### src/rtl/pipe_ctrl.sv
// pipe_ctrl: pipeline sequencer for a 5-stage LC-3b pipeline.
// Produces the register load/bubble controls and the PC redirect select.
// Runs the data-memory access sequencer, including the two-access LDI/STI
// path. Also keeps saturating stall/flush performance counters.
module pipe_ctrl #(
  parameter int CNT_W = 16
) (
  input  logic             clk,
  input  logic             rst,
  input  logic             imem_resp,
  input  logic             dmem_resp,
  input  logic             mem_valid,
  input  logic             mem_read,
  input  logic             mem_write,
  input  logic             mem_indirect,
  input  logic             br_taken,
  input  logic             ex_valid,
  input  logic             ex_is_load,
  input  logic [2:0]       ex_dest,
  input  logic [2:0]       id_src1,
  input  logic [2:0]       id_src2,
  input  logic             id_use1,
  input  logic             id_use2,
  output logic             load_pc,
  output logic             load_if_id,
  output logic             load_id_ex,
  output logic             load_ex_mem,
  output logic             load_mem_wb,
  output logic             bubble_if_id,
  output logic             bubble_id_ex,
  output logic             bubble_ex_mem,
  output logic             bubble_mem_wb,
  output logic             pc_sel_target,
  output logic             dmem_read,
  output logic             dmem_write,
  output logic             dmem_addr_ind,
  output logic             ind_latch,
  output logic [CNT_W-1:0] stall_count,
  output logic [CNT_W-1:0] flush_count
);

  // Data-access sequencer states: a plain access or the pointer read of an
  // indirect op happens in D_IDLE; the final indirect access in D_IND2.
  localparam logic [0:0] D_IDLE = 1'b0;
  localparam logic [0:0] D_IND2 = 1'b1;

  // Load vector bit positions
  localparam int L_PC    = 4;
  localparam int L_IF_ID = 3;
  localparam int L_ID_EX = 2;
  localparam int L_EX_MEM = 1;
  localparam int L_MEM_WB = 0;

  // Bubble vector bit positions
  localparam int B_IF_ID  = 3;
  localparam int B_ID_EX  = 2;
  localparam int B_EX_MEM = 1;
  localparam int B_MEM_WB = 0;

  localparam logic [CNT_W-1:0] CNT_ONE = {{(CNT_W-1){1'b0}}, 1'b1};
  localparam logic [CNT_W-1:0] CNT_MAX = {CNT_W{1'b1}};

  logic [0:0]       r_state;
  logic [0:0]       w_state_next;
  logic             w_acc;
  logic             w_final;
  logic             w_dstall;
  logic             w_load_use;
  logic             w_br_wait;
  logic             w_redirect;
  logic             w_dmem_read;
  logic             w_dmem_write;
  logic             w_addr_ind;
  logic             w_ind_latch;
  logic [4:0]       w_load;
  logic [3:0]       w_bubble;
  logic             w_pc_sel;
  logic [1:0]       w_cnt_inc;
  logic [CNT_W-1:0] r_cnt [2];

  assign w_acc   = mem_valid & (mem_read | mem_write);
  // The access in progress is the instruction's last one unless it is the
  // pointer read of an indirect op.
  assign w_final = (r_state == D_IND2) | ((r_state == D_IDLE) & ~mem_indirect);
  assign w_dstall = w_acc & ~(dmem_resp & w_final);

  assign w_load_use = ex_valid & ex_is_load &
                      ((id_use1 & (id_src1 == ex_dest)) |
                       (id_use2 & (id_src2 == ex_dest)));

  // A taken branch waits for the in-flight fetch so it is never redirected
  // mid-access; once the fetch lands the redirect and flush happen together.
  assign w_br_wait  = mem_valid & br_taken & ~imem_resp;
  assign w_redirect = mem_valid & br_taken & imem_resp;

  // Data-memory strobes, address mux and pointer latch for the current state
  always_comb begin
    w_dmem_read  = 1'b0;
    w_dmem_write = 1'b0;
    w_addr_ind   = 1'b0;
    w_ind_latch  = 1'b0;
    w_state_next = r_state;
    if (!rst) begin
      w_addr_ind = (r_state == D_IND2);
      if (mem_valid) begin
        if (r_state == D_IDLE) begin
          if (mem_indirect) begin
            w_dmem_read = 1'b1;
          end else begin
            w_dmem_read  = mem_read;
            w_dmem_write = mem_write;
          end
        end else begin
          w_dmem_read  = mem_read;
          w_dmem_write = mem_write;
        end
      end
      if (w_acc && dmem_resp) begin
        if (r_state == D_IDLE) begin
          if (mem_indirect) begin
            w_ind_latch  = 1'b1;
            w_state_next = D_IND2;
          end
        end else begin
          w_state_next = D_IDLE;
        end
      end
    end
  end

  // Prioritised stage control: reset, memory stall, branch, load-use, fetch
  always_comb begin
    w_load   = 5'b11111;
    w_bubble = 4'b0000;
    w_pc_sel = 1'b0;
    if (rst) begin
      w_load[L_PC] = 1'b0;
      w_bubble     = 4'b1111;
    end else if (w_dstall || w_br_wait) begin
      // Freeze everything upstream of MEM/WB; WB gets a NOP so it never
      // repeats the previous instruction's write.
      w_load[L_PC]     = 1'b0;
      w_load[L_IF_ID]  = 1'b0;
      w_load[L_ID_EX]  = 1'b0;
      w_load[L_EX_MEM] = 1'b0;
      w_bubble[B_MEM_WB] = 1'b1;
    end else if (w_redirect) begin
      w_pc_sel = 1'b1;
      w_bubble[B_IF_ID]  = 1'b1;
      w_bubble[B_ID_EX]  = 1'b1;
      w_bubble[B_EX_MEM] = 1'b1;
    end else if (w_load_use) begin
      w_load[L_PC]    = 1'b0;
      w_load[L_IF_ID] = 1'b0;
      w_bubble[B_ID_EX] = 1'b1;
    end else if (!imem_resp) begin
      w_load[L_PC]      = 1'b0;
      w_bubble[B_IF_ID] = 1'b1;
    end
  end

  // Sequencer state register; reset aborts any indirect op in flight
  always_ff @(posedge clk) begin
    if (rst) begin
      r_state <= D_IDLE;
    end else begin
      r_state <= w_state_next;
    end
  end

  // Counter 0 counts cycles the PC is held, counter 1 counts redirects
  assign w_cnt_inc[0] = ~rst & ~w_load[L_PC];
  assign w_cnt_inc[1] = ~rst & w_pc_sel;

  generate
    for (genvar gi = 0; gi < 2; gi++) begin : g_cnt
      // Saturating performance counter
      always_ff @(posedge clk) begin
        if (rst) begin
          r_cnt[gi] <= '0;
        end else if (w_cnt_inc[gi] && (r_cnt[gi] != CNT_MAX)) begin
          r_cnt[gi] <= r_cnt[gi] + CNT_ONE;
        end
      end
    end
  endgenerate

  assign load_pc       = w_load[L_PC];
  assign load_if_id    = w_load[L_IF_ID];
  assign load_id_ex    = w_load[L_ID_EX];
  assign load_ex_mem   = w_load[L_EX_MEM];
  assign load_mem_wb   = w_load[L_MEM_WB];
  assign bubble_if_id  = w_bubble[B_IF_ID];
  assign bubble_id_ex  = w_bubble[B_ID_EX];
  assign bubble_ex_mem = w_bubble[B_EX_MEM];
  assign bubble_mem_wb = w_bubble[B_MEM_WB];
  assign pc_sel_target = w_pc_sel;
  assign dmem_read     = w_dmem_read;
  assign dmem_write    = w_dmem_write;
  assign dmem_addr_ind = w_addr_ind;
  assign ind_latch     = w_ind_latch;
  assign stall_count   = r_cnt[0];
  assign flush_count   = r_cnt[1];

endmodule

### config.mk
export PLATFORM = sky130hd
export DESIGN_NAME = pipe_ctrl
export DESIGN_NICKNAME = d
export VERILOG_FILES = /design/src/rtl/pipe_ctrl.sv
export SDC_FILE = /design/constraint.sdc
export NUM_CORES = 1
export LEC_CHECK = 0
export CAP_MARGIN = 10
export CORE_ASPECT_RATIO = 1.2
export CORE_UTILIZATION = 47
export CTS_CLUSTER_DIAMETER = 60
export DETAILED_ROUTE_END_ITERATION = 7
export PLACE_DENSITY = 0.83
export REMOVE_ABC_BUFFERS = 1
export SETUP_SLACK_MARGIN = 0.1
export SYNTH_ARGS = -nofsm -noshare
export SYNTH_HDL_FRONTEND = slang
export SYNTH_SLANG_ARGS = --single-unit
### constraint.sdc
create_clock -name clk -period 3.2 [get_ports clk]
set_input_delay 0.48 -clock clk [delete_from_list [all_inputs] [get_ports clk]]
set_output_delay 0.48 -clock clk [all_outputs]
set_load 0.1 [all_outputs]
==> results by group <==
Outcome
  – Status: completed

Clocking
  – CTS Sinks: 33
  – Resized Gates After CTS: 0
  – Clk Tree Root Cell: clkbuf_8
  – CTS Buf Count: 5
  – Hold_buf cts: 0
  – CTS tree: done
  – Setup Buffers After CTS: 0
  – Worst-Skew Late Latency: 0.29 ns
  – # H-tree levels: 2
  – Clock slew at reported path FFs: 0.06 ns
  – CTS max path bufs: 2

Worst setup path
  – Critical path class: input pin to output port
  – Worst setup path end: bubble_id_ex
  – Worst R2R Setup Slack: 0.86 ns
  – CP Launch Point: ex_dest[0]
  – Cells along the critical path: clkdlybuf4s50_1, xnor2_1, nand4_1, a21bo_2, a21oi_1, buf_12
  – R2R depth: 5
  – Req. time, crit path: 2.72 ns
  – Startpoint Class: input pin
  – CP Capture Type: output port
  – Crit-path slowest cell: clkdlybuf4s50_1
  – R2r startpoint: r_cnt[1][0]
  – CP peak stage delay: 0.46 ns
  – Reg-to-Reg End: r_cnt[1][10]
  – CP max FO: 17
  – CP arrival: 2.14 ns

Timing
  – Hold slack: 0.500 ns
  – Final hold vios: 0
  – Crit path time final: 2.62 ns
  – Relative slew slack: 44.4%
  – Final setup margin: 0.582 ns
  – Post-route clock skew: 0.00770 ns
  – Post-route clock period utilization: 81.8%
  – Setup violations, final: 0
  – Slew @ Worst Pin: 0.831 ns
  – Achievable Freq: 0.382 GHz
  – Slew Limit Fails: 0
  – RSZ-0062 raised after global routing: no

Synth
  – Post-synthesis adder-cell area fraction: 1.16%
  – Unique masters post-synth: 43
  – Cells after synthesis: 212
  – Area fraction of the dominant cell type after synthesis: 44.6%
  – Top post-synthesis cells by area: edfxtp_1 45%, xnor2_1 13%, a211oi_1 5.2%, nor2_1 4.4%, nand2_1 2.3%
  – Avg Cell Area, Syn: 10.2 um^2
  – Post-synthesis xor/xnor area fraction: 13.4%
  – Multiplexer share of the synthesized area: 0%
  – Sequential area share after synthesis: 45.6%
  – Simple-gate share of the synthesized area: 21.6%
  – Area of the mapped netlist: 2150 um^2
  – Main combinational cell family by area after synthesis: simple AND/OR/NAND/NOR gates
  – Post-synthesis compound-gate area fraction: 12.6%
  – EDFF count, synth: 32
  – Synthesis warning total: 0
  – Async SR Flop Fraction: 0%
  – Most used DFF post-synth: edfxtp_1
  – Synth Register Bits: 33
  – Cell taking the most area after synthesis: edfxtp_1

Final layout
  – Most frequent cells in the layout: 36 x buf_4, 32 x edfxtp_1, 31 x xnor2_1
  – Antenna Cells: 0
  – Most common cell after layout, fill and taps aside: buf_4
  – Final nets: 300
  – Post-route cell area: 2950 um^2
  – Share of post-route cells with drive strength above 1: 22.4%
  – Area delta synth->final: 37.0%
  – Final non-filler cell total: 333

Place
  – Placer Congestion: 0.862
  – Area of placed instances: 2840 um^2
  – Place WS: 0.564 ns
  – Placed cell count: 325
  – Hpwl dp: 3.52 mm
  – IO buf count: 66

Power and ir drop
  – Total Power: 0.00141 W
  – Worst VDD drop: 341 uV
  – Pwr Density: 478 nW/um^2
  – Leak Pwr: 1.06 nW

Floorplan
  – Rows: 26
  – Core Area: 4330 um^2
  – Initial Util: 49.8%
  – Die ar.: 4860 um^2
  – Die Ht: 76.1 um
  – Die Wd: 63.8 um
  – Top Ports: 68

Detailed routing
  – Vias: 1,840
  – Antenna Nets Post-Route: 0
  – WL/cell: 14.6 um
  – Via density per instance: 5.53
  – 1st-iter DRT viols: 163
  – Final WL: 4.85 mm
  – Pre-Repair DR Iteration Count: 4
  – Residual DRC: 0

GRT
  – GRT overflow: 0
  – Global-route wire length before repair: 8.13 mm
  – All-Layer GR Usage: 21.3%
  – Vias in the first global route: 1,779
  – Largest net degree at the start of global routing: 18
  – Initial antenna violation count: 0

Job
  – Max cap viols: 0

Hold path
  – Type of the most critical hold path: register to register
## state kept, by name, summed over array words and instances, names as in the netlist
signal   cells
r_state      1
r_cnt       32
## layout make-up
class,instances,area [um^2]
clock buffer,6,72.6
clock inverter,2,33.8
fill,346,1380
inverter,10,37.5
multi-input combinational,158,1050
sequential,33,981
tap,56,70.1
timing repair buffer,68,701
## report_power, final
group | internal, W | switching [W]
Combinational | 0.000128 | 0.000355
Sequential | 0.000507 | 0.0000379
Clock | 0.000230 | 0.000154
Total | 0.000865 | 0.000546
## metrics by stage
stage / util, % / TNS [ns]
2_1_floorplan: - / -0.685
3_3_place_gp: 65.7 / 0
3_5_place_dp: 65.7 / 0
4_1_cts: 68.2 / 0
5_1_grt: 68.2 / 0
6_report: 68.2 / 0
## worst min-delay path by stage
| stage | from | to | depth (start not counted) | slack [ns] |
|---|---|---|---|---|
| floorplan | r_state | r_state | 2 | 0.46 |
| global placement | r_state | r_state | 2 | 0.48 |
| detailed placement | r_state | r_state | 2 | 0.49 |
| CTS | r_state | r_state | 2 | 0.51 |
| global route | r_state | r_state | 2 | 0.54 |
| finish | r_state | r_state | 2 | 0.50 |
## Yosys cell counts (4+ instances only)
library cell and instances:
a211oi_1 15, a21oi_1 5, buf_4 4, edfxtp_1 32
inv_1 10, nand2_1 13, nand3_1 9, nand4_1 6
nor2_1 25, nor3_1 7, nor4_1 7, o21ai_0 5
xnor2_1 31
## worst max-delay path: cells and delay by family
kind                   cells  cell delay, ns
buffers and inverters      2            0.67
AO/OA/AOI/OAI              2            0.62
XOR/XNOR                   1            0.21
AND/OR/NAND/NOR            1            0.16
## layer usage
metal	vias to the layer above	GRT usage, %	share of wire (%)
met5	-	0	0
met1	862	26.5	42
met4	0	11.1	2.0
li1	905	-	-
met3	10	4.94	5.2
met2	63	33.9	51
## kinds of logic (layout without fill, tap and decap cells)
logic type / after synthesis / after routing
AO/OA/AOI/OAI: 35 / 35
XOR/XNOR: 33 / 33
adder cells (fa/ha/maj): 2 / 2
buffers and inverters: 21 / 86
flip-flops: 33 / 33
other: 1 / 1
AND/OR/NAND/NOR: 87 / 87
No activity file was read; power rests on OpenSTA's default activity.
